File: src/rtl/alu_pkg.sv
// alu_pkg: shared width, counter sizing and FSM state encoding for the divider
package alu_pkg;
  localparam int WIDTH_DEF = 8;
  localparam int CNT_W = $clog2(WIDTH_DEF) + 1;
  typedef enum logic [1:0] {
    IDLE = 2'd0,
    RUN  = 2'd1,
    DONE = 2'd2
  } state_t;
endpackage

File: src/rtl/div_trial_sub.sv
// div_trial_sub: combinational trial subtraction a - b with borrow as the negative flag
module div_trial_sub #(
  parameter int W = 9
) (
  input  logic [W-1:0] a,
  input  logic [W-1:0] b,
  output logic [W-1:0] diff,
  output logic         neg
);
  assign {neg, diff} = {1'b0, a} - {1'b0, b};
endmodule

File: src/rtl/alu_divider.sv
// alu_divider: unsigned restoring shift-subtract divider, one quotient bit per clock, MSB first
module alu_divider
  import alu_pkg::*;
#(
  parameter int WIDTH = WIDTH_DEF
) (
  input  logic             clk,
  input  logic             rst_n,
  input  logic             start,
  input  logic [WIDTH-1:0] dividend,
  input  logic [WIDTH-1:0] divisor,
  output logic [WIDTH-1:0] quotient,
  output logic [WIDTH-1:0] remainder,
  output logic             busy,
  output logic             done,
  output logic             div_by_zero
);
  state_t           state;
  logic [CNT_W-1:0] cnt;
  logic [WIDTH-1:0] dq, dvs, dq_nx;
  logic [WIDTH:0]   rem, shifted, diff, rem_nx;
  logic             neg, last;
  // dq shifts dividend bits out of the top while quotient bits enter at the bottom
  assign shifted = {rem[WIDTH-1:0], dq[WIDTH-1]};
  div_trial_sub #(.W(WIDTH + 1)) u_sub (
    .a    (shifted),
    .b    ({1'b0, dvs}),
    .diff (diff),
    .neg  (neg)
  );
  assign rem_nx = neg ? shifted : diff;
  assign dq_nx  = {dq[WIDTH-2:0], ~neg};
  assign last   = cnt == CNT_W'(WIDTH - 1);
  assign busy   = state != IDLE;
  assign done   = state == DONE;
  always_ff @(posedge clk or negedge rst_n) begin
    if (!rst_n) begin
      state       <= IDLE;
      cnt         <= '0;
      dq          <= '0;
      dvs         <= '0;
      rem         <= '0;
      quotient    <= '0;
      remainder   <= '0;
      div_by_zero <= 1'b0;
    end else begin
      case (state)
        IDLE: if (start) begin
          dq  <= dividend;
          dvs <= divisor;
          rem <= '0;
          cnt <= '0;
          if (divisor == '0) begin
            state       <= DONE;
            quotient    <= '1;
            remainder   <= dividend;
            div_by_zero <= 1'b1;
          end else begin
            state <= RUN;
          end
        end
        RUN: begin
          rem <= rem_nx;
          dq  <= dq_nx;
          cnt <= cnt + CNT_W'(1);
          // the final iteration publishes its result directly so outputs never show partials
          if (last) begin
            state       <= DONE;
            quotient    <= dq_nx;
            remainder   <= rem_nx[WIDTH-1:0];
            div_by_zero <= 1'b0;
          end
        end
        default: state <= IDLE;
      endcase
    end
  end
endmodule

File: config.mk
export PLATFORM = sky130hd
export DESIGN_NAME = alu_divider
export DESIGN_NICKNAME = d
export VERILOG_FILES = /design/src/rtl/alu_pkg.sv /design/src/rtl/div_trial_sub.sv /design/src/rtl/alu_divider.sv
export SDC_FILE = /design/constraint.sdc
export NUM_CORES = 1
export LEC_CHECK = 0
export ABC_AREA = 1
export CAP_MARGIN = 20
export CORE_AREA = 2 2 63 95
export DETAILED_ROUTE_END_ITERATION = 6
export DIE_AREA = 0 0 65 97
export PLACE_DENSITY = 0.84
export SYNTH_ARGS = -nofsm -noshare
export SYNTH_HDL_FRONTEND = slang
export SYNTH_SLANG_ARGS = --single-unit
File: constraint.sdc
create_clock -name clk -period 1.5 [get_ports clk]
set_input_delay 0.225 -clock clk [delete_from_list [all_inputs] [get_ports clk]]
set_output_delay 0.225 -clock clk [all_outputs]
set_load 0.1 [all_outputs]
# Word level (Yosys, flattened, before mapping)

Index checks and enable logic that the tools add are counted.

Flip-flop bits (word level): 47
Logic and storage cells: 48
Output and inout port bits: 19
Input bits: 19

Reductions and logical operators: 8
Multiplexer cells: 23
Equal/unequal tests: 6
Bitwise operators: 1
Add/sub/neg operators: 2

Operator list:

| cell                                           | number |
|---|---|
| two-way mux 8 bit                              | 9 |
| one-hot mux 8 bit (2 select lines)             | 4 |
| subtractor 9 x 8 -> 10 bit                     | 1 |
| logical NOT 8 bit                              | 1 |
| one-hot mux 4 bit (2 select lines)             | 1 |
| two-way mux 2 bit                              | 3 |
| inequality test 2 bit (second input constant)  | 3 |
| AND reduction 2 bit                            | 3 |
| adder 4 x 1 -> 4 bit (second input constant)   | 1 |
| == test 4 x 3 -> 1 bit (second input constant) | 1 |
| two-way mux 4 bit                              | 1 |
| one-hot mux 2 bit (2 select lines)             | 1 |
| AND reduction 4 bit                            | 1 |
| nonzero test 2 bit                             | 2 |
| two-way mux 1 bit                              | 3 |
| == test 2 x 1 -> 1 bit (second input constant) | 1 |
| == test 2 bit (second input constant)          | 1 |
| logical NOT 2 bit                              | 1 |
| one-hot mux 1 bit (2 select lines)             | 1 |
| inverter 1 bit                                 | 1 |

# Logic depth before layout (Yosys ltp)

Depth in word-level cells: 4
Depth in mapped cells: 13
Gate-level depth less buffers: 13

# By module

A second synthesis with hierarchy kept.

Cell total of the unflattened synthesis: 349
Area, all modules: 2680.1 µm²

Modules (own cells, without submodules):

| module        | area each (µm²) | instances | sequential area each (µm²) | cells an instance |
|---|---|---|---|---|
| alu_divider   | 2160.8          | 1         | 1176.1                     | 248 |
| div_trial_sub | 519.2           | 1         | 0.0                        | 101 |

# Worst setup path before layout

Ideal clock, no wire load.

Path kind: flip-flop to output port
Start: register state[1]
End: output done
Buffers on the path: 0
Cell stages (with the launch flop): 3
Slack: -488 ps
Data arrival time: 1763 ps
Data required time: 1275 ps
Cell sequence: dfrtp_1 > inv_1 > nor2_1

Longest elaborated chain between the ends: 1

Ends and longest elaborated chain:

| what                   | RTL line          | text |
|---|---|---|
| start, declared        | alu_divider.sv:18 | `state_t state;` |
| start signal, assigned | alu_divider.sv:38 | `state <= IDLE;` |
| start signal, assigned | alu_divider.sv:54 | `state <= DONE;` |
| start signal, assigned | alu_divider.sv:59 | `state <= RUN;` |
| == test 2 bit          | alu_divider.sv:35 | `assign done = state == DONE;` |
| end, declared          | alu_divider.sv:15 | `output logic done,` |

No other way between the ends.

# Worst setup path after layout

Start: register rem[5]
End: register remainder[4]

Longest elaborated chain between the ends: 4

Ends and longest elaborated chain:

| what                               | RTL line            | text |
|---|---|---|
| start, declared                    | alu_divider.sv:21   | `logic [WIDTH:0] rem, shifted, diff, rem_nx;` |
| start signal, assigned             | alu_divider.sv:63   | `rem <= rem_nx;` |
| subtractor 9 x 8 -> 10 bit         | div_trial_sub.sv:10 | `assign {neg, diff} = {1'b0, a} - {1'b0, b};` |
| two-way mux 8 bit                  | alu_divider.sv:31   | `assign rem_nx = neg ? shifted : diff;` |
| two-way mux 8 bit                  | alu_divider.sv:67   | `if (last) begin` |
| one-hot mux 8 bit (2 select lines) | alu_divider.sv:47   | `case (state)` |
| end signal, assigned               | alu_divider.sv:56   | `remainder <= dividend;` |
| end signal, assigned               | alu_divider.sv:70   | `remainder <= rem_nx[WIDTH-1:0];` |
| end, declared                      | alu_divider.sv:13   | `output logic [WIDTH-1:0] remainder,` |

No other way between the ends. The select of a mux whose other input is x is not followed.
A chain may end at the register's enable or synchronous reset.

==> summary.txt <==
Outcome
  • Failing checks: design-rule violations, negative setup slack
  • Status: finished with violations

Global route
  • Initial antenna violation count: 0
  • Grt total ovfl: 0
  • Gr usage total: 27.2%
  • Vias in the first global route: 2,732
  • Pin count of the biggest net entering global routing: 48
  • Global-route wire length before repair: 13,200 um

Finish
  • Share of layout cells above drive strength 1: 34.2%
  • Nets: 432
  • Area growth syn-to-layout: 55.1%
  • Final Non-Filler Cells: between 400 and 500
  • FILL cells: 316
  • Diodes inserted: 0
  • Fin area: 4030 sq um

Timing
  • Worst setup margin: -0.432 ns
  • Max-slew violation count: 0
  • Slew at the pin closest to its max-slew limit: 0.263 ns
  • Final setup fails: 18
  • Peak Freq: 0.518 GHz
  • Hold Vio Cnt, Final: 0
  • Setup Skew: 0.0114 ns
  • Setup tns final: -5.20 ns
  • Fin crit period: slightly below 2 ns
  • Rel. slew slack: 82.4%
  • Period utilisation layout: 129%
  • RSZ-0062 raised after global routing: true

Synthesis
  • Synth area leaders: dfrtp_1 45%, nand2_1 9.7%, inv_1 8.5%, nand3_1 5.6%, ha_1 4.3%
  • Cell taking the most area after synthesis: dfrtp_1
  • Distinct cells, synth: 32
  • Synthesized area per cell: between 8 and 9 sq um
  • Ys async rst share: 100%
  • Syn nets: 346
  • Register area share after synthesis: 45.3%
  • Synthesized flop and latch total: 47
  • Synth warnings: 0
  • Cell Area, Synth: 2600 sq um
  • Most frequent cell after synthesis: nand2_1
  • Commonest cells post-synth: 67 x nand2_1, 59 x inv_1, 47 x dfrtp_1
  • Synth Flop Type: dfrtp_1
  • EDFF count, synth: 0
  • Share of the synthesized area in the top cell type: a little under half
  • Post-synthesis instance total: 317

Clock tree
  • Total CTS buffers: 5
  • Num Clock Sinks: 47
  • Clock slew at reported path FFs: 0.10 ns
  • Skew-Pair Late Insertion Delay: 0.32 ns
  • Clk root buf: clkbuf_8
  • Max clock buf depth: 2
  • TritonCTS clock tree: done
  • H-Tree Depth: 2

Critical path
  • Req. time, crit path: 1.77 ns
  • CP max stage delay: 0.43 ns
  • CP Buf/Inv Count: 3
  • CP max stage cell: dfrtp_1
  • Startpoint types: flop
  • Largest delay share family, worst path: simple AND/OR/NAND/NOR gates
  • Critical Path Sink Type: flop
  • Critical Path AT: 2.20 ns
  • Crit path max fanout: 5
  • Cells along the critical path: ha_4 -> nand2_1 -> nand2_1 -> nand2_1 -> nand2_2 -> nor2_4 -> buf_12 -> buf_12 -> nand4_1 -> nand3_2 -> nand2_1 -> inv_1
  • Crit-path most repeated cell: nand2_1
  • Setup CP Type: reg2reg
  • R2R Setup Slk: -0.43 ns

Placement
  • Post-Place Cell Area: 3510 sq um
  • Placed cells: 448
  • Placed wire-length estimate: 4900 um
  • Port Buf Inserts: 37
  • Routability cong.: 0.889

Routing
  • Routed wl met3: 494 um
  • DR pass1 iterations: 7
  • DR vias/cell: between 5 and 6
  • Post-DRT Antenna Nets: 0
  • Vias: 2,679
  • Top Metal Used: met4
  • DRC violations left: 1
  • Detailed Route WL: 8860 um
  • Wire length on met1: 3060 um
  • DR WL/cell: 18.7 um
  • WL met2: 4710 um
  • Starting DRT DRC Count: 218

Worst hold path
  • Worst Hold Class: in2async

Floorplan
  • Die area: 6310 sq um
  • Initial Utilization: 48.0%
  • Die Wd: 65 um
  • # rows: 33
  • Die Y: about 97 um
  • Num ports: 38
  • Core area: 5410 sq um

Job
  • Max_cap viols: 0
worst paths after layout:
kind                             from           end  depth (start not counted)
setup / recovery               rem[5]  remainder[4]                         12
hold / removal                  rst_n        dvs[7]                          3
setup reg to reg               rem[5]  remainder[4]                         12
hold reg to reg                dvs[7]        dvs[7]                          2
max in group asynchronous       rst_n         dq[4]                          3
min in group clk           divisor[7]        dvs[7]                          3
what timing repair did:
action,in CTS,in global routing
hold buffers,1,0
pin swaps,13,13
cloned,1,0
resized for setup,19,30
setup buffers,9,7
endpoints found under the hold margin,47,0
endpoints found under the setup margin,18,27
registers in the layout, indices dropped and copies added, names as in the netlist:
register     count
dvs              8
rem              8
cnt              4
quotient         8
state            2
remainder        8
dq               8
div_by_zero      1
per-layer routing:
layer	track usage [%]	vias up
met5	0	-
met4	17.3	0
met3	4.53	56
met2	47.5	176
met1	29.6	1263
li1	-	1184
layout make-up:
type | instances | area, sq um | area share, %
clock buffers | 6 | 82.6 | 2.05
clock inverters | 2 | 38.8 | 0.962
inverters | 63 | 246 | 6.12
multi-input cells | 201 | 1410 | 34.9
flip-flops and latches | 47 | 1180 | 29.2
well taps | 70 | 87.6 | 2.17
repair buffers | 85 | 992 | 24.6
layout by cell type, fill, tap and decap left out, types with 7 or more instances in the layout:
master and n:
nand2_2 8, a21oi_1 12, nor2_2 9, nor2_1 13, buf_12 24, buf_4 39
nand3_2 11, inv_2 8, clkdlybuf4s50_1 17, o221ai_1 8, dfrtp_1 47, ha_4 7
nand2_1 61, nand3_1 17, o21ai_0 8, nand4_1 11, or2_1 8, inv_1 53
logic make-up after synthesis:
kind of cell    Yosys count  synth area share (%)
xor+xnor                  4                  1.35
simple gates            151                  28.8
buf+inv                  70                  11.0
compound gates           35                  8.47
fa+ha+maj                10                  5.10
flops                    47                  45.3
metrics by stage:
step / setup WS [ns] / util [%] / hold WS (ns)
after floorplan: -0.0541 / - / -0.0706
after global placement: -0.233 / 64.9 / 0.227
after detailed placement: -0.246 / 64.9 / 0.232
after CTS: -0.288 / 70.7 / 0.430
after global routing: -0.506 / 74.5 / 0.441
final: -0.432 / 74.5 / 0.407
tightest hold or removal path, cell delays in order:
cell	delay (ns)
dlygate4sd3_1	0.52
buf_2	0.12
buf_12	0.25
Power is left out: the tool's default activity adds up to more than one toggle a clock period on the data nets, which glitch-free logic cannot reach.
